### config.mk
export PLATFORM = sky130hd
export DESIGN_NAME = audio_rx_frame_ctrl
export DESIGN_NICKNAME = d
export VERILOG_FILES = /design/src/rtl/audio_rx_frame_ctrl.sv
export SDC_FILE = /design/constraint.sdc
export NUM_CORES = 1
export LEC_CHECK = 0
export ABC_AREA = 1
export BUFFER_PORTS_ARGS = -buffer_cell sky130_fd_sc_hd__buf_2
export CAP_MARGIN = 20
export CORE_MARGIN = 2
export CORE_UTILIZATION = 57
export CTS_BUF_LIST = sky130_fd_sc_hd__clkbuf_16
export DETAILED_ROUTE_END_ITERATION = 6
export PLACE_DENSITY = 0.83
export SLEW_MARGIN = 20
export SYNTH_ARGS = -nofsm -noshare
export SYNTH_HDL_FRONTEND = slang
export SYNTH_SLANG_ARGS = --single-unit
export TNS_END_PERCENT = 1
### constraint.sdc
create_clock -name aud_bclk -period 2.4 [get_ports aud_bclk]
set_input_delay 0.36 -clock aud_bclk [delete_from_list [all_inputs] [get_ports aud_bclk]]
set_output_delay 0.36 -clock aud_bclk [all_outputs]
set_load 0.005 [all_outputs]
### src/rtl/audio_rx_frame_ctrl.sv
// Frame controller for the I2S/left-justified ADC receive path: LRC lock tracking,
// per-channel capture sequencing, left/right pairing and a 2-entry stereo output FIFO.
module audio_rx_frame_ctrl #(
    parameter int unsigned WL          = 32,
    parameter int unsigned MAX_HALF    = 64,
    parameter int unsigned LOCK_FRAMES = 4
) (
    input  logic          aud_bclk,
    input  logic          sys_rst,
    input  logic          en,
    input  logic          aud_lrc,
    output logic          rx_start,
    output logic          rx_ch,
    input  logic          sample_valid,
    input  logic [WL-1:0] sample_data,
    output logic          out_valid,
    input  logic          out_ready,
    output logic [WL-1:0] out_left,
    output logic [WL-1:0] out_right,
    output logic          locked,
    output logic [7:0]    sync_err_cnt,
    output logic          overflow,
    input  logic          clr
);

    localparam int unsigned HPW = 7;
    localparam int unsigned GCW = 4;
    localparam int unsigned EW  = 8;

    typedef enum logic [1:0] {
        UNLOCKED = 2'd0,
        LOCKING  = 2'd1,
        LOCKED   = 2'd2
    } state_t;

    state_t           state, state_n;
    logic [GCW-1:0]   good_cnt, good_n;
    logic             lrc_d0;
    logic [HPW-1:0]   hp_cnt;
    logic             lrc_edge;
    logic [HPW:0]     half_len;
    logic             half_ok;
    logic             timeout;
    logic             bad_half;
    logic             lose;
    logic             issue;

    logic             pending;
    logic             left_held;
    logic [WL-1:0]    left_word;
    logic             take;
    logic             word_left;
    logic             word_right;
    logic             push_req;

    logic             t_valid;
    logic [WL-1:0]    t_left, t_right;
    logic             nh_valid, nt_valid;
    logic [WL-1:0]    nh_left, nh_right, nt_left, nt_right;
    logic             pop, full, push_ok, drop;

    // Half-period measurement: length is judged on the edge cycle as hp_cnt + 1.
    assign lrc_edge = aud_lrc ^ lrc_d0;
    assign half_len = {1'b0, hp_cnt} + (HPW+1)'(1);
    assign half_ok  = (half_len >= (HPW+1)'(WL)) && (half_len <= (HPW+1)'(MAX_HALF));
    assign timeout  = !lrc_edge && (hp_cnt == HPW'(MAX_HALF));
    assign bad_half = (lrc_edge && !half_ok) || timeout;

    always_ff @(posedge aud_bclk or negedge sys_rst) begin
        if (!sys_rst) begin
            lrc_d0 <= 1'b0;
            hp_cnt <= '0;
        end else begin
            lrc_d0 <= aud_lrc;
            if (lrc_edge)
                hp_cnt <= '0;
            else if (hp_cnt != {HPW{1'b1}})
                hp_cnt <= hp_cnt + HPW'(1);
        end
    end

    always_ff @(posedge aud_bclk or negedge sys_rst) begin
        if (!sys_rst) begin
            state    <= UNLOCKED;
            good_cnt <= '0;
        end else begin
            state    <= state_n;
            good_cnt <= good_n;
        end
    end

    // Lock FSM; the entry edge into LOCKING only starts measurement.
    always_comb begin
        state_n = state;
        good_n  = good_cnt;
        lose    = 1'b0;
        case (state)
            UNLOCKED: begin
                good_n = '0;
                if (lrc_edge)
                    state_n = LOCKING;
            end
            LOCKING: begin
                if (lrc_edge && half_ok) begin
                    if (good_cnt == GCW'(LOCK_FRAMES - 1)) begin
                        state_n = LOCKED;
                        good_n  = '0;
                    end else begin
                        good_n = good_cnt + GCW'(1);
                    end
                end else if (bad_half) begin
                    good_n = '0;
                end
            end
            LOCKED: begin
                if (bad_half) begin
                    state_n = UNLOCKED;
                    lose    = 1'b1;
                end
            end
            default: state_n = UNLOCKED;
        endcase
        if (!en) begin
            state_n = UNLOCKED;
            good_n  = '0;
            lose    = 1'b0;
        end
    end

    assign issue      = lrc_edge && (state_n == LOCKED);
    assign take       = sample_valid && pending;
    assign word_left  = take && !rx_ch;
    assign word_right = take && rx_ch;
    assign push_req   = word_right && left_held;

    // Capture sequencing and left/right pairing; a word in the issue cycle belongs to the old channel.
    always_ff @(posedge aud_bclk or negedge sys_rst) begin
        if (!sys_rst) begin
            locked    <= 1'b0;
            rx_start  <= 1'b0;
            rx_ch     <= 1'b0;
            pending   <= 1'b0;
            left_held <= 1'b0;
            left_word <= '0;
        end else begin
            locked   <= (state_n == LOCKED);
            rx_start <= issue;
            if (issue)
                rx_ch <= aud_lrc;
            if (issue)
                pending <= 1'b1;
            else if (lose || take)
                pending <= 1'b0;
            if (word_left)
                left_word <= sample_data;
            if (lose)
                left_held <= 1'b0;
            else if (word_left)
                left_held <= 1'b1;
            else if (word_right)
                left_held <= 1'b0;
        end
    end

    // Two-entry FIFO: head lives in the output registers, tail behind it.
    always_comb begin
        pop      = out_valid && out_ready;
        full     = out_valid && t_valid;
        push_ok  = push_req && !(full && !pop);
        drop     = push_req && full && !pop;
        nh_valid = out_valid;
        nh_left  = out_left;
        nh_right = out_right;
        nt_valid = t_valid;
        nt_left  = t_left;
        nt_right = t_right;
        if (pop) begin
            nh_valid = t_valid;
            nh_left  = t_left;
            nh_right = t_right;
            nt_valid = 1'b0;
        end
        if (push_ok) begin
            if (!nh_valid) begin
                nh_valid = 1'b1;
                nh_left  = left_word;
                nh_right = sample_data;
            end else begin
                nt_valid = 1'b1;
                nt_left  = left_word;
                nt_right = sample_data;
            end
        end
    end

    always_ff @(posedge aud_bclk or negedge sys_rst) begin
        if (!sys_rst) begin
            out_valid <= 1'b0;
            out_left  <= '0;
            out_right <= '0;
            t_valid   <= 1'b0;
            t_left    <= '0;
            t_right   <= '0;
        end else begin
            out_valid <= nh_valid;
            out_left  <= nh_left;
            out_right <= nh_right;
            t_valid   <= nt_valid;
            t_left    <= nt_left;
            t_right   <= nt_right;
        end
    end

    // Status: a new event takes priority over a coincident clear.
    always_ff @(posedge aud_bclk or negedge sys_rst) begin
        if (!sys_rst) begin
            overflow     <= 1'b0;
            sync_err_cnt <= '0;
        end else begin
            if (drop)
                overflow <= 1'b1;
            else if (clr)
                overflow <= 1'b0;
            if (lose) begin
                if (clr)
                    sync_err_cnt <= EW'(1);
                else if (sync_err_cnt != {EW{1'b1}})
                    sync_err_cnt <= sync_err_cnt + EW'(1);
            end else if (clr) begin
                sync_err_cnt <= '0;
            end
        end
    end

endmodule
## Word level (Yosys, flattened, before mapping)

Cells that the tools add are included.

- Add/sub/neg operators: 4
- Bitwise logic cells: 1
- Magnitude comparators: 2
- Equality and inequality tests: 9
- Reductions and logical operators: 32
- Mux-type cells: 38

Operators with widths:

| operator | number |
|---|---|
| 32-bit 2-to-1 mux | 6 |
| 8-bit 2-to-1 mux | 4 |
| 4-bit 2-to-1 mux | 4 |
| 1-bit logical AND | 15 |
| 1-bit 2-to-1 mux | 15 |
| 7-bit 2-to-1 mux | 2 |
| 2-bit 2-to-1 mux | 5 |
| 2-bit nonzero test | 5 |
| 7-bit by 1-bit adder with 8-bit output, second input constant | 1 |
| 8-bit by 1-bit adder with 8-bit output, second input constant | 1 |
| 8-bit by 6-bit greater-or-equal comparator with 1-bit output, second input constant | 1 |
| 8-bit by 7-bit <= comparator with 1-bit output, second input constant | 1 |
| 8-bit != test, second input constant | 1 |
| 4-bit case mux with 2 select lines | 1 |
| 7-bit by 1-bit adder with 7-bit output, second input constant | 1 |
| 7-bit equality test, second input constant | 1 |
| 7-bit != test, second input constant | 1 |
| 2-bit case mux with 3 select lines | 1 |
| 2-bit AND reduction | 3 |
| 1-bit zero test | 5 |
| 4-bit by 1-bit adder with 4-bit output, second input constant | 1 |
| 2-bit equality test, second input constant | 2 |
| 4-bit by 2-bit equality test with 1-bit output, second input constant | 1 |
| 4-bit != test, second input constant | 1 |
| 6 further kinds | 7 |

- Flip-flop bits (word level): 190
- Output and inout port bits: 77
- Logic and storage cells: 104
- Input port bits: 39

## Depth between registers and ports, before layout

Gate-level depths: netlist of run 1.

- Depth after elaboration: 12
- Gate-level depth with buffers: 15
- Mapped depth without buffers: 15

## Least setup slack after synthesis of run 1

OpenSTA, ideal clock, no wires.

- Path type: register -> register
- From: reg hp_cnt[0]
- To: reg sync_err_cnt[0]
- Library setup time: 0.125 ns
- Path buffers: 0
- Cell stages (with the launch flop): 15
- Required time: 2.275 ns
- Data arrival time: 1.595 ns
- Path slack: 0.680 ns
- Cells stage by stage: dfrtp_1 -> inv_1 -> ha_1 -> inv_1 -> nand2_1 -> nor2_1 -> nand3_1 -> nor2_1 -> nand2_2 -> nand3_2 -> nand2_2 -> nand2_4 -> clkinv_4 -> nand2_1 -> nand3_1

- Longest elaborated chain between the ends: 11
- Elaborated cells on any way between the ends: 15
- Those cells by class: add/sub: 1; order compare: 2; eq/ne: 1; mux: 4; reduce/logical: 7

RTL lines:

| item | line | source |
|---|---|---|
| from (decl) | 39 | `logic [HPW-1:0] hp_cnt;` |
| from (signal assigned) | 78 | `hp_cnt <= hp_cnt + HPW'(1);` |
| 7-bit by 1-bit adder with 8-bit output | 64 | `assign half_len = {1'b0, hp_cnt} + (HPW+1)'(1);` |
| 8-bit by 6-bit greater-or-equal comparator with 1-bit output / 8-bit by 7-bit <= comparator with 1-bit output (equally long branches) | 65 | `assign half_ok = (half_len >= (HPW+1)'(WL)) && (half_len <= (HPW+1)'(MAX_HALF));` |
| 1-bit logical AND | 65 |  |
| 1-bit zero test | 67 | `assign bad_half = (lrc_edge && !half_ok) \|\| timeout;` |
| 1-bit logical AND | 67 |  |
| 1-bit logical OR (*) | 67 |  |
| 1-bit 2-to-1 mux (*) | 116 | `if (bad_half) begin` |
| 1-bit 2-to-1 mux (*) | 97 | `case (state)` |
| 1-bit 2-to-1 mux (*) | 123 | `if (!en) begin` |
| 2-bit nonzero test (no line) | - |  |
| 2-bit AND reduction (no line) | - |  |
| to (signal assigned) | 228 | `sync_err_cnt <= sync_err_cnt + EW'(1);` |
| to (decl) | 21 | `output logic [7:0] sync_err_cnt,` |

Mark *: on every way between the ends. The rest lies on a longest branch, timed or not.
A chain may end at the register's enable or synchronous reset.

## Final worst setup path of run 1

- From: reg out_valid
- To: reg t_left[16]

- Longest elaborated chain between the ends: 6
- Elaborated cells on any way between the ends: 8
- Those cells by class: mux: 1; reduce/logical: 7

RTL lines:

| item | line | source |
|---|---|---|
| from (decl) | 16 | `output logic out_valid,` |
| from (signal assigned) | 205 | `out_valid <= nh_valid;` |
| 1-bit logical AND | 167 | `pop = out_valid && out_ready;` |
| 1-bit zero test | 169 | `push_ok = push_req && !(full && !pop);` |
| 1-bit logical AND | 169 |  |
| 1-bit zero test | 169 |  |
| 1-bit logical AND | 169 |  |
| 2-bit AND reduction (no line) (*) | - |  |
| to (signal assigned) | 209 | `t_left <= nt_left;` |
| to (decl) | 57 | `logic [WL-1:0] t_left, t_right;` |

Marked as above.

==> flow_summary.yaml, run 1 <==
outcome:
  status: "finished clean"
cts:
  root_buffer: "clkbuf_16"
  cts_setup_buffers: 0
  htreeDepth: 4
  cts_sinks: 190
  cts_buffers: 17
  clk_latency_ps: 430
  clockBufferDepth: 2
  clkTransAtPathRegs_ps: 70
  ctsResizeCount: 0
  cts_tree: "yes"
  ctsHoldBuffers: 1
worst_setup_path:
  critPathCaptureType: "register"
  worstSetupPathType: "reg -> reg"
  cp_max_fo: 31
  crit_start: "out_valid"
  cp-start-kind: "register"
  crit_arrival_ps: 2320
  required_ps: 2710
  r2r-start: "out_valid"
floorplan:
  core-area_um2: 13990
  die_x_um: 124.1
  initial_utilization: 0.5882
  ioPinCount: 116
  fp.dieArea_um2: 15410
  rows: 43
  die_y_um: 124.1
worst_hold_path:
  hold_path_class: "in -> reg"
  hold_start: "aud_lrc"
timing:
  fin_crit_sh: 0.8364
  fmaxAchievable_mhz: 498.1
  slew_headroom: 0.5066
  min_period_ps: 2007
  finalMaxSlewViolations: 0
  setup_ws_ps: 392.6
  hold_viol: 0
  rsz0062_at_grt: "no"
  hold_ws_ps: 80.99
  worstMarginPinSlew_ps: 740.1
  tns_ps: 0
  skew_ps: 8.052
  final-setup-viol-count: 0
global_routing:
  antenna_found_initial: 0
  grt_pass1_vias: 5987
  grt_max_degree: 69
  grtUsageTotal: 0.2406
  grt_overflow_total: 0
  grt_pass1_wl_mm: 28.86
drt:
  via_count: 6239
  wl_mm: 17.36
  wl_per_cell_um: 15.05
  drtIter0Drc: 463
  drt_pre_antenna_iters: 5
  drc: 0
  viasPerCell: 5.406
  route.antenna.remaining_nets: 0
placement:
  gp_congestion: 0.7959
  dp_slack_ps: 327.8
  dp_hpwl_mm: 10.89
  portBuffers: 115
  dp_cells: 1122
pwr:
  leakagePower_uw: 0.005083
  p_per_area_nw_per_um2: 659.5
  ir_drop_v: 0.0005009
synthesis:
  synth-seq-cells: 190
  ys_seq_area_frac: 0.5779
  synth_ff_type: "dfrtp_1"
  syn_nets: 907
  syn-instance-count: 864
  netlist.area_leader.share: 0.5779
  synth_edf_count: 0
  syn_area_um2: 8228
  async_flop_share: 1.000
  yosys_warnings: 0
  synthDistinctLibCells: 36
  synth_area_leaders: "dfrtp_1 58%, nand2_1 11%, mux2_4 5.8%, a31oi_1 5.1%, o21ai_0 3.8%"
  syn_avg_cell_area_um2: 9.523
  synth_top_cell_by_area: "dfrtp_1"
layout:
  antenna_cells: 0
  final_common_cell: "nand2_1"
  drive_above_1_share: 0.2218
  n_fill_cell: 1061
  final_cells: 1154
  nNetsFinal: 1005
  postLayoutCoreUtil: 0.6846
  layout_common_cells: "234 x nand2_1, 190 x dfrtp_1, 114 x buf_2"
  area_growth_pct: 16.39
run:
  cap_violations: 0
## report_power, final
part	switching (µW)	internal, µW	leakage (µW)
logic	152	64.4	0.00214
clock network	1150	1720	0.000296
registers	14.1	3210	0.00265
total	1320	5000	0.00508
## metal layers
layer / part of all wire / global-route usage / vias to the layer above / wire, µm
li1: - / - / 3013 / -
met1: 0.46 / 0.3337 / 3068 / 7912
met2: 0.48 / 0.3873 / 141 / 8418
met3: 0.046 / 0.04533 / 17 / 807
met4: 0.013 / 0.07584 / 0 / 225
met5: 0 / 0 / - / 0
## state kept, by name, summed over array words and instances, names as in the netlist, 4 cells and up
name and count:
left_word 32, out_left 32, out_right 32, t_left 32, t_right 32, sync_err_cnt 8, hp_cnt 7, good_cnt 4
## final timing paths
kind                                end  slack, ps  depth (start not counted)
hold reg to reg             t_right[25]        490                          2
min in group asynchronous  out_left[25]        490                          2
max in group asynchronous   t_right[31]       1230                          3
setup / recovery             t_left[16]        390                          8
hold / removal                   lrc_d0         80                          1
setup reg to reg             t_left[16]        390                          8
## metrics by stage
| stage | area (µm²) | power, µW |
|---|---|---|
| floorplan | 8228 | 3367 |
| finish | 9577 | 6316 |
| global placement | 8961 | 3499 |
| global route | 9577 | 6529 |
| detailed placement | 8961 | 3503 |
| CTS | 9574 | 6370 |
## synthesized netlist by cell type, types with 5 or more instances
cell / number
nand2_1: 236
dfrtp_1: 190
nor2_1: 77
a31oi_1: 67
o21ai_0: 62
inv_1: 60
mux2_4: 32
clkbuf_1: 27
nand3_1: 21
o21ai_1: 14
buf_2: 11
nand4_1: 9
buf_6: 7
nand2_2: 7
nand3_2: 5
## critical path: stages (launching register included)
cell and delay [ps]:
dfrtp_1 410, nand2_2 90, inv_2 40, nor2_1 150, inv_2 50, o21ai_1 150, or2_4 430, buf_12 260
mux2_4 310
## cell type report
type | instances | area (µm²) | area share
clock buffers | 17 | 425.4 | 0.04442
clock inverters | 14 | 177.7 | 0.01855
inverters | 65 | 249.0 | 0.02600
multi-input cells | 560 | 2985 | 0.3117
flip-flops and latches | 190 | 4755 | 0.4965
well taps | 180 | 225.2 | 0.02352
repair buffers | 128 | 759.5 | 0.07930
## cell families after synthesis
kind of cell               Yosys count  share of synthesized area
xor gates and xnor gates             7                   0.007451
AOI/OAI and AO/OA                  149                     0.1031
adders and majority gates            4                   0.006083
buffers and inverters              114                    0.06113
DFF                                190                     0.5779
and+or+nand+nor                    368                     0.1860
muxes                               32                    0.05839
Note: power is estimated with default switching activity, not from simulation.
==> run 2, diff against run 1 <==
- ABC_AREA: 1 -> 0
- clock period: 2.4 -> 1.85 ns (I/O delays scaled with it)
==> run 2 against run 1 <==
  * The flow now finishes with violations (setup timing)
  * Total power is 28% higher
  * Clock power is 24% higher
  * Routed wire length is 4.2% higher
  * Worst hold slack worse by 2.4 ps
  * Design area is 4.6% higher
  * Largest cell class unchanged
  * Sequential share of layout area is 2.2 points lower
  * Critical path type unchanged
  * Clock skew is 0.61 ps higher
  * First-iteration DRC count is 23% lower
==> flow_summary.yaml, run 2 <==
outcome:
  status: "finished with violations"
  failed_checks: "setup timing"
timing:
  final-setup-viol-count: 19
  rsz0062_at_grt: "yes"
  finalMaxSlewViolations: 0
  worstMarginPinSlew_ps: 565.4
  fin_crit_sh: 1.181
  hold_viol: 0
  slew_headroom: 0.6208
  skew_ps: 8.658
  setup_ws_ps: -335.0
  tns_ps: -4883
  min_period_ps: 2185
  fmaxAchievable_mhz: 457.7
worst_setup_path:
  reg2reg_setup_slack_ps: -330
  r2r-start: "hp_cnt[1]"
  worstSetupPathType: "reg -> reg"
  crit_arrival_ps: 2550
  critPathCaptureType: "register"
  cp_slowest_cell: "or4_1"
  cp_max_fo: 8
  r2r-end: "sync_err_cnt[4]"
  cp-start-kind: "register"
  required_ps: 2210
  ff2ff_path_depth: 7
  cp_cell_sequence: "ha_4 > and4_4 > a32o_2 > o31ai_4 > o211ai_4 > or4_1 > a21oi_1"
  slowest_delay_ps: 510
synthesis:
  synth_top_cell_by_area: "dfrtp_1"
  syn-instance-count: 666
  synth_most_common_cell: "dfrtp_1"
  yosys_warnings: 0
  synth_compound_area_frac: 0.08475
  netlist.area_leader.share: 0.5813
  synth_area_leaders: "dfrtp_1 58%, mux2_2 13%, mux2i_1 8.0%, o21ai_0 4.3%, nand2_1 3.7%"
  synth-seq-cells: 190
  async_flop_share: 1.000
  ys_top_cells_by_count: "190 x dfrtp_1, 97 x mux2_2, 81 x nand2_1"
  synth-xor-area-share: 0.005354
  synth_top_family_by_area: "multiplexers"
  synth-adder-area-share: 0.006119
  syn_area_um2: 8179
  synth_edf_count: 0
  synthSimpleGateAreaFrac: 0.08261
  synth_ff_type: "dfrtp_1"
  yosys-mux-area-fraction: 0.2131
  syn_nets: 709
  ys_seq_area_frac: 0.5813
  synthDistinctLibCells: 58
  syn_avg_cell_area_um2: 12.28
cts:
  cts_sinks: 190
  cts_buffers: 17
  htreeDepth: 4
  root_buffer: "clkbuf_16"
  cts_tree: "yes"
  clkTransAtPathRegs_ps: 70
  clockBufferDepth: 2
  clk_latency_ps: 440
drt:
  viasPerCell: 5.671
  wl_mm: 18.09
  wl_met2_mm: 9.463
  route.antenna.remaining_nets: 0
  wl_per_cell_um: 17.89
  drc: 0
  met3_length_um: 739
  maxUsedRoutingLayer: "met4"
  met1Wirelength_mm: 7.473
  drt_pre_antenna_iters: 4
  via_count: 5733
  drtIter0Drc: 355
floorplan:
  ioPinCount: 116
  die_y_um: 123.8
  initial_utilization: 0.5870
  core-area_um2: 13930
  rows: 43
  die_x_um: 123.8
  fp.dieArea_um2: 15320
pwr:
  leakagePower_uw: 0.005557
  p_per_area_nw_per_um2: 809.1
  ir_drop_v: 0.0005543
global_routing:
  antenna_found_initial: 0
  grt_pass1_vias: 5834
  grt_pass1_wl_mm: 28.81
  grt_overflow_total: 0
  grt_max_degree: 95
  grtUsageTotal: 0.2471
layout:
  antenna_cells: 0
  area_growth_pct: 22.46
  drive_above_1_share: 0.3935
  final_common_cell: "dfrtp_1"
  stdcell_area_um2: 10020
  nNetsFinal: 861
  layout_common_cells: "190 x dfrtp_1, 114 x buf_2, 96 x mux2_2"
placement:
  portBuffers: 115
  dpl_cell_area_um2: 9325
  gp_congestion: 0.8776
  dp_slack_ps: -417.2
  dp_hpwl_mm: 11.99
worst_hold_path:
  whs_endpoint: "out_right[31]"
  whs_path_depth: 3
  hold_start: "sample_data[31]"
  hold_path_class: "in -> reg"
run:
  cap_violations: 0
-- run 2: changes by cell type after synthesis, sizes merged, moves of 6 or more --
cell,delta
a21oi,+11
a31oi,-66
buf,-11
inv,-53
mux2,+65
mux2i,+65
nand2,-163
nand2b,+6
nand3,-20
nand4,-6
nor2,-65
-- run 2: worst max-delay path by stage --
stage,start,to,slack (ps)
after CTS,hp_cnt[0],sync_err_cnt[2],-350
after global placement,hp_cnt[1],sync_err_cnt[2],-290
after detailed placement,hp_cnt[0],sync_err_cnt[0],-420
after global routing,hp_cnt[1],sync_err_cnt[2],-410
after floorplan,hp_cnt[0],rx_ch,-310
final,hp_cnt[1],sync_err_cnt[4],-330
-- run 2: worst max-delay path, delay by kind of cell (launching register included) --
family          cells  cell delay (ps)
fa+ha+maj           1              210
flops               1              430
simple gates        2              650
compound gates      4              810
-- run 2: area by class of cell --
class / count / area (µm²)
Inverter: 10 / 37.54
Timing Repair Buffer: 171 / 1096
Clock buffer: 17 / 425.4
Multi-Input combinational cell: 428 / 3332
Fill cell: 922 / 3919
Tap cell: 180 / 225.2
Sequential cell: 190 / 4755
Clock inverter: 15 / 145.1
-- run 2: cell families after synthesis --
family / count (synthesis)
DFF: 190
muxes: 162
xor gates and xnor gates: 5
buffers and inverters: 48
adders and majority gates: 4
and+or+nand+nor: 143
AOI/OAI and AO/OA: 114
-- run 2: report_power, final --
group / switching (µW) / total [µW] / internal, µW / leakage, µW
clock network: 1570 / 3560 / 1980 / 0.000285
registers: 20.1 / 4190 / 4170 / 0.00265
logic: 218 / 362 / 144 / 0.00262
-- run 2: metal layers --
layer,vias to the layer above,GRT usage
li1,2665,-
met1,2883,0.3028
met2,149,0.4227
met3,36,0.05220
met4,0,0.1087
met5,-,0
-- run 2: stage by stage --
stage	cells	util	hold slack, ps	total power (µW)
2_1_floorplan	666	-	-18.09	4365
5_1_grt	1011	0.7188	86.26	8358
6_report	1011	0.7188	78.58	8103
4_1_cts	1010	0.7166	68.09	8163
3_3_place_gp	975	0.6692	251.3	4577
3_5_place_dp	975	0.6692	265.0	4597
-- run 2: repair_timing --
item / CTS / global route
resized for setup: 10 / 9
cloned: 0 / 0
pin swaps: 14 / 8
hold buffers: 1 / 0
setup endpoints to repair: 19 / 19
endpoints found under the hold margin: 41 / 0
setup buffers: 2 / 1
==> run 3, diff against run 2 <==
- CORE_UTILIZATION: 57 -> 45
- PLACE_DENSITY: 0.83 -> 0.69
- RECOVER_POWER: default -> 50
==> run 3 against run 2 <==
  * Register-to-register slack worse by 30 ps
  * Non-clock buffer count up 3
  * Highest routed layer unchanged
  * The flow still finishes with violations (setup timing)
  * Routed wire length down 3.4%
  * Critical endpoint unchanged
  * Largest power group unchanged
  * Die area up 26%
==> flow_summary.yaml, run 3 (synthesis results as in run 2) <==
pwr:
  p_per_area_nw_per_um2: 801.1
  p_total_uw: 8093
  p_seq_frac: 0.517
  p_int_uw: 6299
  p_switching_uw: 1794
  p_clk_frac: 0.438
  swShare: 0.2217
  leakagePower_uw: 0.005528
  ir_drop_v: 0.0006302
  comb_power_share: 0.045
floorplan:
  fp.dieArea_um2: 19270
  rows: 49
  ioPinCount: 116
  die_x_um: 138.8
  core-area_um2: 17900
  initial_utilization: 0.4569
  die_y_um: 138.8
timing:
  finalMaxSlewViolations: 0
  skew_ps: 9.172
  fin_crit_sh: 1.195
  final-setup-viol-count: 19
  slew_headroom: 0.1832
  worstMarginPinSlew_ps: 1225
  setup_ws_ps: -360.2
  hold_viol: 0
  fmaxAchievable_mhz: 452.4
  rsz0062_at_grt: "yes"
  min_period_ps: 2210
worst_setup_path:
  critPathCaptureType: "register"
  crit_start: "hp_cnt[1]"
  cp-start-kind: "register"
  reg2reg_setup_slack_ps: -360
  r2r-end: "sync_err_cnt[4]"
  required_ps: 2210
  crit_path_end: "sync_err_cnt[4]"
  worstSetupPathType: "reg -> reg"
  cp_max_fo: 6
  r2r-start: "hp_cnt[1]"
  ff2ff_path_depth: 8
  crit_arrival_ps: 2570
cts:
  clkTransAtPathRegs_ps: 70
  htreeDepth: 4
  cts_buffers: 17
  root_buffer: "clkbuf_16"
  cts_tree: "yes"
  clockBufferDepth: 2
  cts_sinks: 190
  clk_latency_ps: 430
placement:
  dp_cells: 1023
  dp_hpwl_mm: 11.54
  dp_slack_ps: -528.5
  portBuffers: 115
  gp_congestion: 0.8534
drt:
  route.antenna.remaining_nets: 0
  wl_mm: 17.47
  drtIter0Drc: 322
  via_count: 5647
  drc: 0
  viasPerCell: 5.302
  wl_per_cell_um: 16.41
  drt_pre_antenna_iters: 4
run:
  cap_violations: 0
global_routing:
  grt_max_degree: 65
  antenna_found_initial: 2
  grtUsageTotal: 0.1865
  grt_pass1_vias: 5907
  grt_overflow_total: 0
  grt_pass1_wl_mm: 29.15
outcome:
  status: "finished with violations"
  failed_checks: "setup timing"
layout:
  final_common_cell: "dfrtp_1"
  drive_above_1_share: 0.3837
  final_cells: 1065
  area_growth_pct: 23.51
  layout_common_cells: "190 x dfrtp_1, 104 x buf_2, 96 x mux2_2"
  n_fill_cell: 1492
  final-seq-area_um2: 4755
  nNetsFinal: 864
  postLayoutCoreUtil: 0.5643
  multi_input_area_um2: 3336
worst_hold_path:
  hold_path_class: "in -> reg"
run 3: power groups by stage:
stage               logic (µW)  clock network (µW)  registers [µW]
floorplan                  104                   0            4260
global placement           328                   0            4260
detailed placement         341                   0            4260
CTS                        369                3640            4180
global route               405                3820            4180
finish                     361                3550            4180
run 3: worst min-delay path by stage:
stage | startpoint | end | slack, ps | depth (start not counted)
floorplan | sys_rst | good_cnt[0] | -20 | 0
global placement | sys_rst | hp_cnt[2] | 250 | 1
detailed placement | sys_rst | hp_cnt[2] | 250 | 1
CTS | sample_data[3] | out_right[3] | 70 | 3
global route | sample_data[3] | out_right[3] | 70 | 3
finish | sample_data[3] | out_right[3] | 80 | 3
run 3: layout make-up:
cell class              instances  area share
flip-flops and latches        190      0.4706
multi-input cells             428      0.3302
repair buffers                174      0.1099
clock buffers                  17     0.04211
well taps                     229     0.02836
clock inverters                15     0.01461
inverters                      10    0.003716
diodes                          2   0.0004954
run 3: metal layers:
metal	wire length (µm)	global-route usage	vias to the layer above
li1	-	-	2658
met1	7517	0.2271	2838
met2	8960	0.3225	120
met3	665	0.03936	31
met4	330	0.07974	0
met5	0	0	-
run 3: per-stage QoR:
stage / setup TNS (ps) / instance area (µm²) / hold WS (ps)
6_report: -4590 / 10100 / 83.59
5_1_grt: -6978 / 10100 / 71.74
4_1_cts: -5271 / 10100 / 66.42
3_5_place_dp: -5714 / 9407 / 254.8
3_3_place_gp: -3971 / 9407 / 249.6
2_1_floorplan: -3509 / 8194 / -18.09
run 3: critical path, stage by stage, from the launching register on:
cell	delay [ps]
dfrtp_1	420
ha_4	200
and4_4	150
a32o_2	260
o31ai_4	230
o211ai_4	120
buf_6	150
or4_4	480
a21oi_2	140
run 3: what timing repair did:
action / CTS / global route
endpoints found under the hold margin: 43 / 0
resized for setup: 12 / 7
buffers inserted: 6 / 1
endpoints found under the setup margin: 19 / 19
hold buffers: 1 / 0
pin swaps: 14 / 6
